## config.mk

```make
export PLATFORM = sky130hd
export DESIGN_NAME = pcap_dma_sched
export DESIGN_NICKNAME = d
export VERILOG_FILES = /design/src/rtl/pcap_dma_sched.sv
export SDC_FILE = /design/constraint.sdc
export NUM_CORES = 2
export LEC_CHECK = 0
export CORE_MARGIN = 5
export CORE_UTILIZATION = 61
export CTS_CLUSTER_DIAMETER = 50
export DETAILED_ROUTE_END_ITERATION = 10
export PLACE_DENSITY_LB_ADDON = 0.1
export SLEW_MARGIN = 25
export SYNTH_ARGS = -nofsm -noshare
export SYNTH_HDL_FRONTEND = slang
export SYNTH_SLANG_ARGS = --single-unit
```

## constraint.sdc

```tcl
create_clock -name clk_i -period 8.7 [get_ports clk_i]
set_input_delay 1.305 -clock clk_i [delete_from_list [all_inputs] [get_ports clk_i]]
set_output_delay 1.305 -clock clk_i [all_outputs]
set_load 0.005 [all_outputs]
```

## src/rtl/pcap_dma_sched.sv

```systemverilog
// pcap_dma_sched: sequences position-capture DMA bursts from the sample FIFO
// into host buffers taken from a software-filled address table, and raises
// the capture interrupt with {sample_count, flags} when a buffer ends.
module pcap_dma_sched #(
  parameter int BURST_LEN = 16,
  parameter int TBL_AW    = 5
) (
  input  logic              clk_i,
  input  logic              reset_i,
  input  logic              enable_i,
  input  logic              pcap_done_i,
  input  logic [31:0]       addr_i,
  input  logic              addr_wstb_i,
  input  logic [23:0]       blocksize_i,
  input  logic [31:0]       timeout_i,
  input  logic [10:0]       fifo_count_i,
  output logic              dma_req_o,
  output logic [31:0]       dma_addr_o,
  output logic [7:0]        dma_len_o,
  input  logic              dma_ack_i,
  input  logic              dma_done_i,
  input  logic              dma_err_i,
  output logic              irq_o,
  output logic [31:0]       irq_status_o,
  output logic [TBL_AW:0]   tbl_count_o,
  output logic              active_o
);

  localparam int             DEPTH = 1 << TBL_AW;
  localparam logic [7:0]     BLEN  = 8'(BURST_LEN);
  localparam logic [7:0]     F_COMPLETED = 8'h01;
  localparam logic [7:0]     F_BLOCK_FULL = 8'h02;
  localparam logic [7:0]     F_TIMEOUT = 8'h04;
  localparam logic [7:0]     F_DMA_ERR = 8'h08;
  localparam logic [7:0]     F_UNDERRUN = 8'h10;
  localparam logic [7:0]     F_DISARMED = 8'h20;

  typedef enum logic [2:0] {IDLE, LOAD, WAIT_DATA, REQ, XFER, IRQ} state_t;

  state_t             state;
  logic [31:0]        mem [DEPTH];
  logic [TBL_AW-1:0]  wr_ptr;
  logic [TBL_AW-1:0]  rd_ptr;
  logic [TBL_AW:0]    count;
  logic               push;
  logic               pop;

  logic [31:0]        cur_addr;
  logic [23:0]        words_left;
  logic [23:0]        sample_count;
  logic [31:0]        timer;
  logic               advance;

  logic [7:0]         want_len;
  logic [7:0]         part_len;
  logic [23:0]        left_after;
  logic [23:0]        count_after;

  // A full table drops pushes; a pop only happens from LOAD with data present.
  assign push        = addr_wstb_i && (count != (TBL_AW+1)'(DEPTH));
  assign pop         = (state == LOAD) && (count != '0);
  assign tbl_count_o = count;
  assign active_o    = (state != IDLE);

  // Burst sizing: cap by burst limit and remaining block space, then by FIFO fill.
  always_comb begin
    want_len    = (words_left < 24'(BURST_LEN)) ? words_left[7:0] : BLEN;
    part_len    = (fifo_count_i < {3'b000, want_len}) ? fifo_count_i[7:0] : want_len;
    left_after  = words_left - {16'h0000, dma_len_o};
    count_after = sample_count + {16'h0000, dma_len_o};
  end

  // Address table storage; no reset so it maps onto plain RAM.
  always_ff @(posedge clk_i) begin
    if (push) mem[wr_ptr] <= addr_i;
  end

  // Table pointers and occupancy; push and pop may occur together.
  always_ff @(posedge clk_i or posedge reset_i) begin
    if (reset_i) begin
      wr_ptr <= '0;
      rd_ptr <= '0;
      count  <= '0;
    end else begin
      if (push) wr_ptr <= wr_ptr + 1'b1;
      if (pop)  rd_ptr <= rd_ptr + 1'b1;
      count <= count + (TBL_AW+1)'(push) - (TBL_AW+1)'(pop);
    end
  end

  // Main sequencer with registered DMA and interrupt outputs.
  always_ff @(posedge clk_i or posedge reset_i) begin
    if (reset_i) begin
      state        <= IDLE;
      cur_addr     <= '0;
      words_left   <= '0;
      sample_count <= '0;
      timer        <= '0;
      advance      <= 1'b0;
      dma_req_o    <= 1'b0;
      dma_addr_o   <= '0;
      dma_len_o    <= '0;
      irq_o        <= 1'b0;
      irq_status_o <= '0;
    end else begin
      case (state)
        IDLE: begin
          if (enable_i) state <= LOAD;
        end
        LOAD: begin
          if (count == '0) begin
            irq_o        <= 1'b1;
            irq_status_o <= {24'h000000, F_UNDERRUN};
            advance      <= 1'b0;
            state        <= IRQ;
          end else begin
            cur_addr     <= mem[rd_ptr];
            words_left   <= blocksize_i;
            sample_count <= '0;
            timer        <= '0;
            state        <= WAIT_DATA;
          end
        end
        WAIT_DATA: begin
          if (timer != '1) timer <= timer + 1'b1;
          if (!enable_i) begin
            irq_o        <= 1'b1;
            irq_status_o <= {sample_count, F_DISARMED};
            advance      <= 1'b0;
            state        <= IRQ;
          end else if (fifo_count_i >= {3'b000, want_len}) begin
            dma_req_o  <= 1'b1;
            dma_addr_o <= cur_addr;
            dma_len_o  <= want_len;
            timer      <= '0;
            state      <= REQ;
          end else if (pcap_done_i && (fifo_count_i != '0)) begin
            dma_req_o  <= 1'b1;
            dma_addr_o <= cur_addr;
            dma_len_o  <= part_len;
            timer      <= '0;
            state      <= REQ;
          end else if (pcap_done_i) begin
            irq_o        <= 1'b1;
            irq_status_o <= {sample_count, F_COMPLETED};
            advance      <= 1'b0;
            state        <= IRQ;
          end else if ((timeout_i != '0) && (timer >= timeout_i) && (sample_count != '0)) begin
            irq_o        <= 1'b1;
            irq_status_o <= {sample_count, F_TIMEOUT};
            advance      <= 1'b1;
            state        <= IRQ;
          end
        end
        REQ: begin
          // The request stays up until accepted, even if disarmed meanwhile.
          if (dma_ack_i) begin
            dma_req_o <= 1'b0;
            state     <= XFER;
          end
        end
        XFER: begin
          if (dma_done_i) begin
            if (dma_err_i) begin
              irq_o        <= 1'b1;
              irq_status_o <= {sample_count, F_DMA_ERR};
              advance      <= 1'b0;
              state        <= IRQ;
            end else begin
              cur_addr     <= cur_addr + {22'h000000, dma_len_o, 2'b00};
              words_left   <= left_after;
              sample_count <= count_after;
              if (left_after == '0) begin
                irq_o        <= 1'b1;
                irq_status_o <= {count_after, F_BLOCK_FULL};
                advance      <= 1'b1;
                state        <= IRQ;
              end else begin
                state <= WAIT_DATA;
              end
            end
          end
        end
        IRQ: begin
          irq_o <= 1'b0;
          state <= advance ? LOAD : IDLE;
        end
        default: state <= IDLE;
      endcase
    end
  end

endmodule

```

Word-level counts from Yosys, hierarchy flattened
Memory sizes are Yosys's and may differ from the RTL's.
Index checks and enable logic that the tools add are counted.
- bits in writable memories: 1024
- memories: 1
- input port bits: 107
- flip-flop bits (word level): 206
- word-level logic and storage cells: 145
- add/subtract/negate cells: 8
- eq/ne operators: 20
- reduce and logical (&&, ||, !) cells: 26
- order comparisons: 4
- muxes and demuxes: 72
- memory list (memory ; words ; width ; rd ports ; clocked after memory_dff ; write ports ; line ; source):
    mem ; 32 ; 32 ; 1 ; 0 ; 1 ; 41 ; logic [31:0] mem [DEPTH];
- operators by type and width (kind ; count):
    32-bit 2-to-1 mux ; 19
    24-bit 2-to-1 mux ; 6
    32-bit one-hot mux with 2 select lines ; 2
    24-bit one-hot mux with 2 select lines ; 2
    32-bit one-hot mux with 3 select lines ; 1
    3-bit 2-to-1 mux ; 11
    32-bit by 1-bit adder with 32-bit output (second input constant) ; 1
    32-bit by 10-bit adder with 32-bit output ; 1
    32-bit >= comparator ; 1
    8-bit 2-to-1 mux ; 4
    32-bit != test (second input constant) ; 1
    32-bit nonzero test ; 1
    24-bit by 8-bit adder with 24-bit output ; 1
    24-bit zero test ; 1
    24-bit by 5-bit less-than comparator with 1-bit output (second input constant) ; 1
    24-bit nonzero test ; 1
    24-bit by 8-bit subtractor with 24-bit output ; 1
    1-bit 2-to-1 mux ; 23
    3-bit one-hot mux with 6 select lines ; 1
    7-bit AND reduction ; 2
    2-bit != test (second input constant) ; 6
    3-bit != test (second input constant) ; 4
    6-bit != test (second input constant) ; 2
    4-bit AND reduction ; 3
    other kinds (23) ; 34

Logic depth before layout (Yosys ltp)
- depth after elaboration: 9
- gate-level depth with buffers: 18
- depth with buffers taken out: 16

Worst setup path before layout
OpenSTA, ideal clock, no wires.
- path type: reg-to-reg
- from: register words_left[9]
- to: register irq_status_o[10]
- data required time: 8578 ps
- setup slack: 4290 ps
- stages on the path, launching flop included: 18
- arrival time: 4288 ps
- cell sequence: dfrtp_1 buf_6 or4_1 nor4b_2 and3_1 clkbuf_1 nand2_1 ha_1 a211oi_1 o21ai_0 a21oi_1 a21oi_1 a2111o_1 nor3_1 o21ai_2 buf_6 buf_6 a32o_1
- longest elaborated chain between the ends: 5
- ends and longest elaborated chain (item ; line ; source):
    from (decl) ; 49 ; logic [23:0] words_left;
    from (signal assigned) ; 118 ; words_left <= blocksize_i;
    from (signal assigned) ; 171 ; words_left <= left_after;
    24-bit by 5-bit less-than comparator with 1-bit output ; 67 ; want_len = (words_left < 24'(BURST_LEN)) ? words_left[7:0] : BLEN;
    8-bit 2-to-1 mux ; 67 ;
    11-bit by 8-bit >= comparator with 1-bit output ; 131 ; end else if (fifo_count_i >= {3'b000, want_len}) begin
    3-bit != test (no line) ; - ;
    7-bit AND reduction (no line) (*) ; - ;
    to (signal assigned) ; 128 ; irq_status_o <= {sample_count, F_DISARMED};
    to (signal assigned) ; 145 ; irq_status_o <= {sample_count, F_COMPLETED};
    to (signal assigned) ; 150 ; irq_status_o <= {sample_count, F_TIMEOUT};
    to (decl) ; 24 ; output logic [31:0] irq_status_o,
Every way passes the cells marked *; elsewhere a longest branch is shown, timed or not.
A chain may end at the register's enable or synchronous reset.

Worst setup path after layout
- from: register words_left[8]
- to: register irq_status_o[0]
Same word-level chain as after synthesis.

==> metrics.yaml <==
route:
  avgRoutedWirePerCell_um: 29.6
  dr.max_layer_used: "met5"
  detail_route.wirelength_um: 131000
  drt_iter0_drc: 3314
  drcViolationCount: 0
  route.met2.wl_um: 66300
  vias: 29589
  met1_length_um: 49900
  avgViaCountPerCell: 6.70
  detailedRoute.firstPassIterationCount: 5
  met3_length_um: 10900
  drt.antenna.violating_nets: 0
cts:
  cts-root-buf: "sky130_fd_sc_hd__clkbuf_16"
  tritoncts_clock_tree: "yes"
  clk_path_buf_depth: 3
  clkTransAtPathRegs_ns: 0.05
  post-cts-setup-buffers: 0
  post_cts_hold_buffer_count: 0
  cts.repair.resized: 0
  clock_latency_on_the_worst_skew_pair_ns: 0.74
  ctsHtreeMaxLevel: 4
  tritoncts.num_buffers: 131
  clkSinkCount: 1228
global_routing:
  track_usage_pct: 29.0
  antenna_found_initial: 7
  grt_overflow: 0
  grt_pass1_wl_um: 195000
  grt_pass1_vias: 29595
  grt_start_max_net_pins: 134
outcome:
  outcome: "completed"
synth:
  count_of_flip_flops_with_a_built_in_enable_after_synthesis: 1024
  synth.cells.most_frequent: "sky130_fd_sc_hd__edfxtp_1, sky130_fd_sc_hd__mux4_2, sky130_fd_sc_hd__dfrtp_1"
  synth_largest_type_area_fraction_pct: 59.4
  synth_cell_type_count: 85
  ys.flop_type: "sky130_fd_sc_hd__edfxtp_1"
  async_reset_ff_share_pct: 16.6
  yosysSeqAreaShare_pct: 69.3
  synthesis.yosys.warnings: 0
  mappedNetlistArea_um2: 51800
  synth.area.top_cells: "sky130_fd_sc_hd__edfxtp_1, sky130_fd_sc_hd__mux4_2, sky130_fd_sc_hd__dfrtp_1, sky130_fd_sc_hd__ha_1, sky130_fd_sc_hd__o21ai_0"
  post_synth_inst_count: 2966
  postSynthRegisterBits: 1228
  largest_area_contributor_in_the_netlist: "sky130_fd_sc_hd__edfxtp_1"
  syn-mean-instance-area_um2: 17.5
  yosysMostFrequentCell: "sky130_fd_sc_hd__edfxtp_1"
sta:
  tns_ns: 0
  report.final.slew_viol_count: 0
  finalWorstPathRequiredPeriod_ns: 5.09
  grt_setup_unrepaired: "false"
  worst_slew_pin_slew_ns: 1.04
  maxClockFrequency_mhz: 196
  hold_viol_final: 0
  hold_ws_ns: 0.494
  report.final.setup_viol: 0
  finalCritPeriodShare_pct: 58.5
  final.setup_skew_ns: 0.0461
  maxSlewHeadroom_pct: 30.2
power:
  power.share.clock_pct: 29.1
  cellLeakagePower_uw: 0.0201
  pwr_density_cell_nw_per_um2: 327
  power_switching_uw: 6340
  sequential_power_share_pct: 39.3
  internal-power_uw: 13100
  vdd_ir_drop_max_mv: 0.271
  combPwrFrac_pct: 31.6
  fraction_of_power_spent_switching_nets_pct: 32.6
worst_setup_path:
  cp_cell_sequence: "or4_1, nor4b_2, and3_1, nand2_1, ha_1, a211oi_1, o21ai_0, a21oi_1, a21oi_4, a2111o_1, nor3_1, o21ai_2, buf_4, mux2_4"
  criticalPathCategory: "flop to flop"
  crit_path_top_delay_cell: "sky130_fd_sc_hd__or4_1"
  worstPathArrival_ns: 5.69
  critPathMaxStageDelay_ns: 0.64
  critPathMaxFanout: 27
  crit_family: "simple AND/OR/NAND/NOR gates"
  critPathBufInv: 1
  critPathLaunchType: "flop"
  worstPathRequired_ns: 9.30
  cp-end-kind: "flop"
cells_and_area:
  num-nets-final: 3370
  final_layout_size_suffix_gt1_share_pct: 21.0
  layout_overhead_on_the_synthesized_area_pct: 15.0
place:
  numPortBuffers: 185
  routabilityCongestion: 0.884
  dp.final_hpwl_um: 75600
floorplanning:
  start_util_pct: 61.7
  io-pin-count: 188
  rows: 106
  die_width_um: 301
  dieArea_um2: 90800
  die_h_um: 301
  design.core.area_um2: 84000
hold_path:
  hold_path_class: "flop to flop"
run:
  maxCapViolations: 0
## final timing paths
| check | from | end | slack, ns | cells past startpoint |
|---|---|---|---|---|
| setup / recovery | words_left[8]$_DFFE_PP0P_ | irq_status_o[0]$_DFFE_PP0P_ | 3.61 | 14 |
| hold / removal | irq_status_o[9]$_DFFE_PP0P_ | irq_status_o[9]$_DFFE_PP0P_ | 0.49 | 1 |
| setup reg to reg | words_left[8]$_DFFE_PP0P_ | irq_status_o[0]$_DFFE_PP0P_ | 3.61 | 14 |
| hold reg to reg | irq_status_o[9]$_DFFE_PP0P_ | irq_status_o[9]$_DFFE_PP0P_ | 0.49 | 1 |
| max in group asynchronous | reset_i | sample_count[6]$_DFFE_PP0P_ | 6.43 | 3 |
| min in group asynchronous | reset_i | dma_req_o$_DFFE_PP0P_ | 1.10 | 2 |
## power groups by stage
stage	clock [uW]	sequential (uW)	combinational [uW]
2_1_floorplan	0	7360	4300
3_3_place_gp	0	7720	6020
3_5_place_dp	0	7760	6120
4_1_cts	5740	7650	6180
5_1_grt	6020	7710	6590
6_report	5660	7650	6140
## sequential cells by signal, summed over array words and instances (netlist names), 6 cells and up
signal	count
mem	1024
words_left	24
irq_status_o	30
tbl_count_o	6
dma_addr_o	32
timer	32
dma_len_o	8
cur_addr	32
sample_count	24
## stage by stage
step | worst slack (ns) | cell area, um2 | cells | total power (uW) | utilization, %
2_1_floorplan | 1.83 | 51800 | 2969 | 11700 | -
4_1_cts | 3.56 | 59600 | 4417 | 19600 | 71.0
3_5_place_dp | 3.56 | 55100 | 4181 | 13900 | 65.7
6_report | 3.61 | 59500 | 4418 | 19400 | 70.9
3_3_place_gp | 3.29 | 55100 | 4181 | 13700 | 65.7
5_1_grt | 3.28 | 59500 | 4418 | 20300 | 70.9
## cell usage in the layout (no fill, tap or decap), drive strengths merged, types with 9 or more instances in the layout
| cell type | synthesis | layout |
|---|---|---|
| dfrtp | 204 | 204 |
| and2 | 20 | 20 |
| a211oi | 22 | 22 |
| clkdlybuf4s50 | 0 | 165 |
| nand4 | 32 | 32 |
| a21o | 11 | 11 |
| mux4 | 320 | 320 |
| a22o | 22 | 22 |
| o21a | 11 | 11 |
| xnor2 | 21 | 21 |
| mux2 | 37 | 37 |
| o31ai | 25 | 25 |
| a31oi | 35 | 35 |
| ha | 79 | 79 |
| nand3 | 39 | 39 |
| o21ai | 154 | 154 |
| buf | 40 | 79 |
| nand2 | 137 | 137 |
| nor4 | 27 | 27 |
| bufinv | 0 | 12 |
| nor2b | 16 | 16 |
| nand2b | 11 | 11 |
| mux2i | 26 | 26 |
| o22a | 10 | 10 |
| and3 | 22 | 22 |
| clkinv | 0 | 51 |
| a21oi | 101 | 101 |
| and4 | 13 | 13 |
| a32o | 26 | 26 |
| inv | 75 | 82 |
| edfxtp | 1024 | 1024 |
| a22oi | 12 | 12 |
| nor2 | 136 | 136 |
| clkbuf | 126 | 159 |
| xor2 | 10 | 10 |
| or3 | 9 | 9 |
| nor3 | 26 | 26 |
## cell type report
| cell class | count | area (um2) |
|---|---|---|
| multi-input combinational | 1500 | 15200 |
| tap | 1134 | 1420 |
| timing repair buffer | 244 | 2240 |
| fill | 5223 | 24400 |
| sequential | 1228 | 35900 |
| clock inverter | 77 | 977 |
| clock buffer | 159 | 3500 |
| inverter | 75 | 294 |
| antenna | 1 | 2.50 |
## worst reg2reg max path, delay by kind of cell, from the launching register on
family                     cells  cell delay [ns]
AOI/OAI and AO/OA              6             1.32
adders and majority gates      1             0.31
buffers and inverters          1             0.27
DFF                            1             0.53
muxes                          1             0.33
and+or+nand+nor                5             2.21
## routing by layer
layer	GRT usage, %	up-vias
met5	0	-
met4	8.52	6
met3	5.38	245
met2	48.6	1540
met1	39.9	15337
li1	-	12461
## kinds of logic after synthesis
group                      share of synthesized area [%]
AOI/OAI and AO/OA                                   6.17
xor gates and xnor gates                           0.525
adders and majority gates                           2.06
buffers and inverters                               1.85
DFF                                                 69.3
muxes                                               15.2
other                                             0.0145
and+or+nand+nor                                     4.87
Note: power is estimated with default switching activity, not from simulation.
